**src/rtl/pipeline_ctrl.sv**
```systemverilog
// pipeline_ctrl: hazard and stall controller for the 5-stage RISC-V pipeline.
// Produces the pipeline-register write enables and bubble/flush controls
// for load-use, redirects, multi-cycle mul/div and data-memory waits.
// It also keeps a memory-wait watchdog and stall/flush statistics.
module pipeline_ctrl #(
    parameter int MD_LAT      = 4,
    parameter int MEM_TIMEOUT = 255
) (
    input  logic        clk,
    input  logic        reset,
    input  logic        MemRead_ex,
    input  logic [4:0]  rdAddr_ex,
    input  logic [4:0]  rs1Addr_id,
    input  logic [4:0]  rs2Addr_id,
    input  logic        rs1Read_id,
    input  logic        rs2Read_id,
    input  logic        MulDiv_ex,
    input  logic        Redirect_ex,
    input  logic        MemReq_mem,
    input  logic        MemReady_mem,
    output logic        PCWrite,
    output logic        IF_IDWrite,
    output logic        ID_EXWrite,
    output logic        EX_MEMWrite,
    output logic        MEM_WBWrite,
    output logic        IF_IDFlush,
    output logic        ID_EXFlush,
    output logic        EX_MEMFlush,
    output logic        MulDivStart,
    output logic        MemTimeout,
    output logic [31:0] StallCycles,
    output logic [31:0] FlushCount
);

    localparam int CNT_W  = $clog2(MD_LAT);
    localparam int FCNT_W = $clog2(MEM_TIMEOUT + 1);

    localparam logic [CNT_W-1:0]  CNT_START = CNT_W'(MD_LAT - 2);
    localparam logic [FCNT_W-1:0] FCNT_MAX  = FCNT_W'(MEM_TIMEOUT);

    typedef enum logic {
        RUN,
        MD_BUSY
    } state_t;

    state_t             state;
    state_t             state_next;
    logic [CNT_W-1:0]   cnt;
    logic [CNT_W-1:0]   cnt_next;
    logic [FCNT_W-1:0]  fcnt;
    logic [FCNT_W-1:0]  fcnt_next;
    logic               freeze;
    logic               load_use;
    logic               redirect_taken;

    assign freeze = MemReq_mem & ~MemReady_mem;

    assign load_use = MemRead_ex & (rdAddr_ex != 5'd0) &
                      ((rs1Read_id & (rs1Addr_id == rdAddr_ex)) |
                       (rs2Read_id & (rs2Addr_id == rdAddr_ex)));

    // Prioritised hazard decode: memory freeze, mul/div occupancy, redirect, load-use
    always_comb begin
        PCWrite        = 1'b1;
        IF_IDWrite     = 1'b1;
        ID_EXWrite     = 1'b1;
        EX_MEMWrite    = 1'b1;
        MEM_WBWrite    = 1'b1;
        IF_IDFlush     = 1'b0;
        ID_EXFlush     = 1'b0;
        EX_MEMFlush    = 1'b0;
        MulDivStart    = 1'b0;
        redirect_taken = 1'b0;
        state_next     = state;
        cnt_next       = cnt;

        if (reset) begin
            PCWrite     = 1'b0;
            IF_IDWrite  = 1'b0;
            ID_EXWrite  = 1'b0;
            EX_MEMWrite = 1'b0;
            MEM_WBWrite = 1'b0;
        end else if (freeze) begin
            PCWrite     = 1'b0;
            IF_IDWrite  = 1'b0;
            ID_EXWrite  = 1'b0;
            EX_MEMWrite = 1'b0;
            MEM_WBWrite = 1'b0;
            if ((state == MD_BUSY) && (cnt != '0)) begin
                cnt_next = cnt - 1'b1;
            end
        end else if (state == MD_BUSY) begin
            if (cnt != '0) begin
                PCWrite     = 1'b0;
                IF_IDWrite  = 1'b0;
                ID_EXWrite  = 1'b0;
                EX_MEMFlush = 1'b1;
                cnt_next    = cnt - 1'b1;
            end else begin
                state_next = RUN;
            end
        end else if (MulDiv_ex) begin
            MulDivStart = 1'b1;
            PCWrite     = 1'b0;
            IF_IDWrite  = 1'b0;
            ID_EXWrite  = 1'b0;
            EX_MEMFlush = 1'b1;
            cnt_next    = CNT_START;
            state_next  = MD_BUSY;
        end else if (Redirect_ex) begin
            IF_IDFlush     = 1'b1;
            ID_EXFlush     = 1'b1;
            redirect_taken = 1'b1;
        end else if (load_use) begin
            PCWrite    = 1'b0;
            IF_IDWrite = 1'b0;
            ID_EXFlush = 1'b1;
        end
    end

    // Consecutive-freeze counter that saturates at the timeout threshold
    always_comb begin
        fcnt_next = '0;
        if (freeze) begin
            fcnt_next = (fcnt == FCNT_MAX) ? fcnt : fcnt + 1'b1;
        end
    end

    // Controller state and mul/div occupancy counter
    always_ff @(posedge clk) begin
        if (reset) begin
            state <= RUN;
            cnt   <= '0;
        end else begin
            state <= state_next;
            cnt   <= cnt_next;
        end
    end

    // Memory-wait watchdog with a sticky timeout flag
    always_ff @(posedge clk) begin
        if (reset) begin
            fcnt       <= '0;
            MemTimeout <= 1'b0;
        end else begin
            fcnt <= fcnt_next;
            if (fcnt_next == FCNT_MAX) begin
                MemTimeout <= 1'b1;
            end
        end
    end

    // Performance counters for stalled cycles and taken redirects
    always_ff @(posedge clk) begin
        if (reset) begin
            StallCycles <= '0;
            FlushCount  <= '0;
        end else begin
            if (!PCWrite) begin
                StallCycles <= StallCycles + 32'd1;
            end
            if (redirect_taken) begin
                FlushCount <= FlushCount + 32'd1;
            end
        end
    end

endmodule

```
**config.mk**
```make
export PLATFORM = sky130hd
export DESIGN_NAME = pipeline_ctrl
export DESIGN_NICKNAME = d
export VERILOG_FILES = /design/src/rtl/pipeline_ctrl.sv
export SDC_FILE = /design/constraint.sdc
export NUM_CORES = 1
export LEC_CHECK = 0
export ABC_CLOCK_PERIOD_IN_PS = 1900
export BUFFER_PORTS_ARGS = -buffer_cell sky130_fd_sc_hd__buf_2
export CAP_MARGIN = 0
export CORE_ASPECT_RATIO = 1.4
export CORE_MARGIN = 2
export CORE_UTILIZATION = 35
export CTS_CLUSTER_SIZE = 30
export DETAILED_ROUTE_END_ITERATION = 10
export SLEW_MARGIN = 20
export SYNTH_ARGS = -nofsm -noshare
export SYNTH_HDL_FRONTEND = slang
export SYNTH_SLANG_ARGS = --single-unit
```
**constraint.sdc**
```tcl
create_clock -name clk -period 1.9 [get_ports clk]
set_input_delay 0.095 -clock clk [delete_from_list [all_inputs] [get_ports clk]]
set_output_delay 0.095 -clock clk [all_outputs]
set_load 0.005 [all_outputs]
```
# Word level (Yosys, flattened, before mapping)
# Cells that the tools add are included.
dict set report word_totals {
  register_bits 76
  mem_bits_rw 0
  input_bits 24
  latchBits 0
  mem_bits_ro 0
  mem_count 0
}
dict set report classes {
  eq_ne 6
  addsub 4
  n_mux 39
  shifts 0
  multipliers 0
  div_mod_pow 0
  magnitude_cmp 0
  reduce_logical 5
  n_bitwise 7
}
# op count
set ops {}
lappend ops {{$add 32x1->32 const B} 2}
lappend ops {{$mux 1} 32}
lappend ops {{$eq 8x8->1 const B} 2}
lappend ops {{$mux 8} 2}
lappend ops {{$eq 5x5->1} 2}
lappend ops {{$mux 2} 5}
lappend ops {{$add 8x1->8 const B} 1}
lappend ops {{$and 1x1->1} 5}
lappend ops {{$reduce_bool 5->1} 1}
lappend ops {{$ne 3x1->1 const B} 1}
lappend ops {{$reduce_and 3->1} 1}
lappend ops {{$reduce_bool 3->1} 1}
lappend ops {{$ne 2x1->1 const B} 1}
lappend ops {{$reduce_bool 2->1} 1}
lappend ops {{$sub 2x1->2 const B} 1}
lappend ops {{$logic_and 1x1->1} 1}
lappend ops {{$not 1->1} 1}
lappend ops {{$or 1x1->1} 1}

# Longest topological paths before layout
# Gate-level depths: netlist of run 1.
dict set report depth {
  word_depth 10
  mapped_depth 10
}

# Worst setup path before layout of run 1
# OpenSTA, ideal clock, no wires.
dict set report synth_timing {
  path_kind {flip-flop to flip-flop}
  start {register state}
  end {register FlushCount[12]}
  t_arrival_ns 1.860
  path_slack_ns -0.030
  stages_incl_launch_ff 7
  setup_ns 0.070
  path_cell_list {dfxtp_1 > or3b_4 > nor4b_4 > and3_4 > nand2_4 > or3_1 > a21oi_1}
}
dict set report synth_between {
  elab_chain_cells 3
}
# element line
set synth_rtl {}
lappend synth_rtl {{from (decl)} 46} ;# state_t state;
lappend synth_rtl {{from (signal assigned)} 135} ;# state <= state_next;
lappend synth_rtl {{$mux 1} 92} ;# end else if (state == MD_BUSY) begin
lappend synth_rtl {{$mux 1} 83} ;# end else if (freeze) begin
lappend synth_rtl {{$mux 1} 77} ;# if (reset) begin
lappend synth_rtl {{to (signal assigned)} 163} ;# FlushCount <= FlushCount + 32'd1;
lappend synth_rtl {{to (decl)} 32} ;# output logic [31:0] FlushCount
# No other way between the ends.
# A chain may end at the register's enable or synchronous reset.

# Worst setup path after layout of run 1
dict set report layout_timing {
  start {register state}
  end {register FlushCount[18]}
}
# Same word-level chain as after synthesis.

==> results by group, run 1 <==
Place
  • Cell Area, Placed: 0.00468 mm²
  • Detailed placer's ending HPWL: 7300 µm
  • RePlAce Congestion: 0.796
  • Port Buf Inserts: 97
  • Placed insts: 709
  • Pre-CTS WS: -0.0658 ns

Logic synthesis
  • Ys Warns: 0
  • Post-synth top cells: dfxtp_1 (76), a21oi_1 (45), nor2_1 (39), o21ai_0 (34), or3_1 (34)
  • Sequential-to-total area share from yosys stat: 40.4%
  • Largest area contributor in the netlist: dfxtp_1
  • Yosys reg bits: 76
  • Post-synth net total: 477
  • Most frequent cell after synthesis: dfxtp_1
  • Async SR Flop Fraction: 0%
  • Area fraction of the dominant cell type after synthesis: 40.4%
  • EDFF count, synth: 0
  • Yosys cell types: 47
  • Synth Flop Type: dfxtp_1
  • Top post-synthesis cells by area: dfxtp_1 (40%), a21oi_1 (6.0%), or3_1 (5.6%)
  • Cell area after synthesis: 0.00377 mm²
  • Post-Synthesis Cells: 449
  • Synth Area per Inst: 8.39 µm²

Finish
  • Antenna Cells: 0
  • Nets@finish: 622
  • Layout cells sized above 1: 36.9%
  • Area Overhead vs Synth: 40.0%
  • Post-Layout Cell Count: 737
  • Post-route cell area: 0.00527 mm²

Setup path
  • Depth of the most critical reg-to-reg path: 7
  • Worst r2r src: state
  • Crit Path Class: reg -> reg
  • CP arrival: 2.17 ns
  • Crit-path cells: or3b_4, nor4b_4, buf_4, and3_4, nand2_4, or3_1, a21oi_2
  • Reg2reg setup slack: 0.008 ns
  • CP Max Fanout: 4
  • WP data required: 2.18 ns
  • Worst Setup Start Kind: flip-flop
  • Critical R2R Capture: FlushCount[18]
  • Crit. End Element: flip-flop
  • Crit path largest cell delay: 0.41 ns
  • Slowest cell on crit path: or3b_4

STA
  • Final setup viols: 0
  • Final Max Slew Viols: 0
  • Relative slew margins: 52.1%
  • Final WS setup: 0.00829 ns
  • Slew @ Worst Pin: 0.717 ns
  • Min Tclk post-route: 1.89 ns
  • Final period util: 99.6%
  • Fmax: 529 MHz
  • Final Hold Vio Count: 0
  • Worst Skew: 0.00503 ns
  • Min Hold Slack: 0.158 ns
  • RSZ-0062 raised after global routing: yes

Clock network
  • H-tree depth: 3
  • Clock Tree Buf Depth: 2
  • TritonCTS Buffers: 9
  • Clock root buffer: clkbuf_16
  • Clock-pin slew on the worst setup and hold paths: 0.06 ns
  • # hold bufs at CTS: 0
  • CTS sink cnt: 76
  • TritonCTS clock tree: done
  • Clock latency at the later pin of the worst-skew pair: 0.34 ns

Hold path
  • WHS Path Cells: 2
  • Hold Startpoint: reset
  • Hold Path Sink: fcnt[1]
  • Worst hold path type: in -> reg

Power and ir drop
  • Static leakage: 0.00221 µW
  • Maximum VDD drop: 0.381 mV
  • Power Density: 663 mW/mm²

Floorplanning
  • Initial Utilization: 36.2%
  • Rows: 44
  • Die area: 0.0116 mm²
  • Core Area: 0.0104 mm²
  • Die Span Y: 127 µm
  • Die Wd: 91.7 µm
  • I/O pin count: 98

Routing
  • ANT nets after route: 0
  • Final wirelength: 10400 µm
  • WL/cell: 14.1 µm
  • Via count: 3884
  • DRC errors left: 0
  • Vias/cell: 5.27
  • DR iter-0 viols: 106
  • Length of the first detailed-routing pass in iterations: 4

Global route
  • Pin count of the biggest net entering global routing: 35
  • Total global routing track utilization: 18.1%
  • Initial antenna violation count: 0
  • First-pass GRT wire length: 17100 µm
  • Global route total overflow: 0
  • Vias in the first global route: 3751

Status
  • Status: finished clean

Run
  • Number of max-cap violations: 0
cell families after synthesis:
kind of cell / synth area share (%)
AND/OR/NAND/NOR: 30.3
AO/OA/AOI/OAI: 14.5
flip-flops: 40.4
multiplexers: 0.797
XOR/XNOR: 8.37
adder cells (fa/ha/maj): 1.59
buffers and inverters: 4.05
per-layer routing:
layer  GRT usage [%]  vias up  share of wire, %
met1            19.4     1860                41
li1                -     1921                 -
met4            7.13        0               2.5
met3            5.17       22               4.1
met5               0        -                 0
met2            33.1       81                52
worst max-delay path by stage:
stage	startpoint	to	slack, ns	cells past startpoint
6_report	state	FlushCount[18]	0.008	7
5_1_grt	state	FlushCount[8]	-0.06	8
4_1_cts	cnt[0]	StallCycles[23]	-0.01	10
3_5_place_dp	cnt[0]	StallCycles[15]	-0.07	10
3_3_place_gp	state	FlushCount[30]	-0.009	7
2_1_floorplan	state	FlushCount[12]	-0.01	6
what timing repair did:
| action | in CTS | in global routing |
|---|---|---|
| buffers inserted | 8 | 5 |
| hold endpoints to repair | 0 | 0 |
| resized for setup | 14 | 45 |
| cloned | 2 | 0 |
| endpoints found under the setup margin | 21 | 42 |
| pin swaps | 7 | 13 |
critical path: cells and delay by family, from the launching register on:
family,cells,cell delay [ns]
AO/OA/AOI/OAI,1,0.12
flip-flops,1,0.31
buffers and inverters,1,0.17
AND/OR/NAND/NOR,5,1.22
cells in the final DEF, fill, tap and decap left out, types with 8 or more instances in the layout:
| cell type | Yosys | final |
|---|---|---|
| nand3_1 | 22 | 22 |
| a21oi_1 | 45 | 35 |
| a21oi_2 | 0 | 10 |
| xor2_1 | 14 | 14 |
| and4_1 | 9 | 8 |
| nand2_1 | 23 | 22 |
| nor2_1 | 39 | 38 |
| buf_2 | 2 | 96 |
| xnor2_1 | 22 | 22 |
| clkbuf_16 | 0 | 9 |
| or3_1 | 34 | 29 |
| o21ai_0 | 34 | 33 |
| inv_1 | 13 | 11 |
| and3_1 | 15 | 10 |
| nand4_1 | 22 | 22 |
| buf_4 | 4 | 50 |
| dfxtp_1 | 76 | 71 |
final cells by class:
type                            instances  area, µm²
Timing Repair Buffer                  155        987
Clock buffer                            9        225
Multi-Input combinational cell        339       2270
Clock inverter                          7       43.8
Fill cell                            1001       5130
Tap cell                              138        173
Sequential cell                        76       1530
Inverter                               13       48.8
where the power goes:
group          switching (µW)  internal [µW]
clock                     672            875
combinational             164            153
sequential               17.3           1610
total                     853           2640
state kept, by name, indices dropped and copies added, names as in the netlist:
| signal | flops |
|---|---|
| state | 1 |
| StallCycles | 32 |
| fcnt | 8 |
| cnt | 2 |
| MemTimeout | 1 |
| FlushCount | 32 |
metrics by stage:
step	TNS (ns)	util (%)	total power, µW
6_report	0	50.7	3490
5_1_grt	-0.408	50.7	3650
4_1_cts	-0.0255	49.6	3570
3_5_place_dp	-0.653	45.0	1920
3_3_place_gp	-0.0124	45.0	1910
2_1_floorplan	-0.0295	-	1810
Power figures use the tool's default switching activity.
==> run 2: changes to the inputs <==
--- a/config.mk
+++ b/config.mk
@@ -13,6 +13,7 @@
 export CORE_UTILIZATION = 35
 export CTS_CLUSTER_SIZE = 30
 export DETAILED_ROUTE_END_ITERATION = 10
+export PLACE_DENSITY_LB_ADDON = 0.08
 export SLEW_MARGIN = 20
 export SYNTH_ARGS = -nofsm -noshare
 export SYNTH_HDL_FRONTEND = slang
==> results by group, run 2 (synthesized netlist as in run 1, its figures left out) <==
Status
  • Status: finished, violations left
  • Failing checks: negative setup slack

Clock network
  • # hold bufs at CTS: 0 (unchanged)
  • Clock-pin slew on the worst setup and hold paths: 0.06 ns (about the same)
  • Clock latency at the later pin of the worst-skew pair: 0.34 ns (about the same)
  • TritonCTS Buffers: 9 (unchanged)
  • TritonCTS clock tree: done
  • H-tree depth: 3 (unchanged)
  • Clock root buffer: clkbuf_16
  • CTS sink cnt: 76 (unchanged)
  • Clock Tree Buf Depth: 2 (unchanged)

Power and ir drop
  • Power Density: 729 mW/mm² (+10%)
  • Maximum VDD drop: 0.433 mV (+14%)
  • Static leakage: 0.00230 µW (+4.0%)
  • Total power: 3970 µW (+14%)

Finish
  • Fill count: 1018 (+1.7%)
  • Post-route cell area: 0.00545 mm² (+3.4%)
  • Layout cells sized above 1: 36.3% (-0.56 points)
  • Most common cell after layout, fill and taps aside: buf_2
  • Top Registers: FlushCount (32), StallCycles (32), fcnt (8)
  • Area Overhead vs Synth: 44.7%
  • Most frequent cells in the layout: buf_2 (95), dfxtp_1 (71), buf_4 (60)
  • Multi-input gate area: 0.00224 mm² (-1.2%)
  • Nets@finish: 634 (+1.9%)
  • Antenna Cells: 0 (unchanged)
  • Sequential cell area: 0.00153 mm² (unchanged)

STA
  • Final setup viols: 4 (+4)
  • Slew @ Worst Pin: 0.580 ns (-0.138 ns)
  • Min Hold Slack: 0.111 ns (-0.0467 ns)
  • Final period util: 104% (+4.8 points)
  • Final Hold Vio Count: 0 (unchanged)
  • Min Tclk post-route: 1.98 ns (+0.0908 ns)
  • Final Max Slew Viols: 0 (unchanged)
  • Final WS setup: -0.0825 ns (-0.0908 ns)
  • Fmax: 504 MHz (-4.6%)
  • Relative slew margins: 61.3% (+9.2 points)
  • Worst Skew: 0.00703 ns (+0.00200 ns)
  • RSZ-0062 raised after global routing: yes

Floorplanning
  • Die Span Y: 127 µm (unchanged)
  • Initial Utilization: 36.2% (unchanged)
  • Rows: 44 (unchanged)
  • I/O pin count: 98 (unchanged)
  • Die Wd: 91.7 µm (unchanged)
  • Die area: 0.0116 mm² (unchanged)
  • Core Area: 0.0104 mm² (unchanged)

Routing
  • Vias/cell: 5.20 (-1.3%)
  • WL/cell: 14.4 µm (+2.5%)
  • ANT nets after route: 0 (unchanged)
  • DRC errors left: 0 (unchanged)
  • Final wirelength: 10800 µm (+4.2%)
  • DR iter-0 viols: 81 (-24%)
  • Via count: 3894 (+0.26%)
  • Length of the first detailed-routing pass in iterations: 4 (unchanged)

Setup path
  • Critical R2R Capture: FlushCount[18]
  • WP data required: 2.17 ns (about the same)
  • Crit path largest cell delay: 0.43 ns (+0.02 ns)
  • Slowest cell on crit path: or3b_4
  • Crit-path cells: or3b_4, nor4b_4, and3_4, nand2_4, or3_1, a21oi_1
  • Worst r2r src: state
  • Critical path buffers and inverters: 0 (-1)
  • Critical path origin: state
  • Worst Setup EP: FlushCount[18]
  • Crit. End Element: flip-flop
  • Reg2reg setup slack: -0.08 ns (-0.09 ns)
  • CP arrival: 2.26 ns (+0.09 ns)
  • CP delay by family, top: simple AND/OR/NAND/NOR gates
  • Critical Path Stages: 6 (-1)
  • Depth of the most critical reg-to-reg path: 6 (-1)
  • Worst Setup Start Kind: flip-flop
  • CP Max Fanout: 5 (+1)
  • Crit Path Class: reg -> reg

Run
  • Number of max-cap violations: 0 (unchanged)

Place
  • Port Buf Inserts: 97 (unchanged)
  • Detailed placer's ending HPWL: 7460 µm (+2.1%)
  • Cell Area, Placed: 0.00469 mm² (+0.16%)
  • Pre-CTS WS: -0.0277 ns (+0.0381 ns)
  • RePlAce Congestion: 0.825 (+3.6%)

Global route
  • Total global routing track utilization: 18.7% (+0.55 points)
  • Global route total overflow: 0 (unchanged)
  • Vias in the first global route: 3817 (+1.8%)
  • First-pass GRT wire length: 17500 µm (+1.9%)
  • Initial antenna violation count: 0 (unchanged)
  • Pin count of the biggest net entering global routing: 32 (-8.6%)

Hold path
  • Hold Startpoint: reset
  • Worst hold path type: in -> reg
==> run 2: how the worst min path moves through the flow <==
stage                       endpoint  depth (start not counted)
after floorplan           ID_EXFlush                          1
after global placement    MemTimeout                          3
after detailed placement  MemTimeout                          3
after CTS                 MemTimeout                          3
after global routing      MemTimeout                          3
final                     MemTimeout                          3
==> run 2: layout make-up <==
class                           count  area share (%)
Multi-Input combinational cell    339            41.1
Tap cell                          138            3.17
Clock buffer                       10            4.20
Clock inverter                      6            2.07
Sequential cell                    76            28.0
Timing Repair Buffer              167            20.6
Inverter                           13           0.896
==> run 2: timing repair <==
item                                    4_1_cts  5_1_grt
endpoints found under the setup margin       26       48
gates resized for setup                      17       33
pin swaps                                     4       29
gates cloned                                  2        0
setup buffers                                16        7
==> run 2: worst min-delay path, stage by stage <==
cell and delay (ns):
buf_2 0.11, inv_1 0.09, a32o_1 0.12
==> run 2: metal layers <==
metal	up-vias	share of wire [%]	track usage (%)	wire, µm
met5	-	0	0	0
met4	0	2.1	8.47	230
met3	21	4.2	4.63	458
met2	89	54	35.0	5840
met1	1830	40	19.3	4270
li1	1954	-	-	-
==> run 2: stage by stage <==
stage	cells	utilization, %	TNS, ns
after floorplan	449	-	-0.0295
after global placement	710	45.0	-0.00106
after detailed placement	710	45.0	-0.158
after CTS	744	51.0	-0.185
after global routing	749	52.4	-1.65
final	749	52.4	-0.144
==> run 2: where the power goes <==
part	internal (µW)	switching, µW
Clock	1280	678
Sequential	1610	20.5
Combinational	200	178
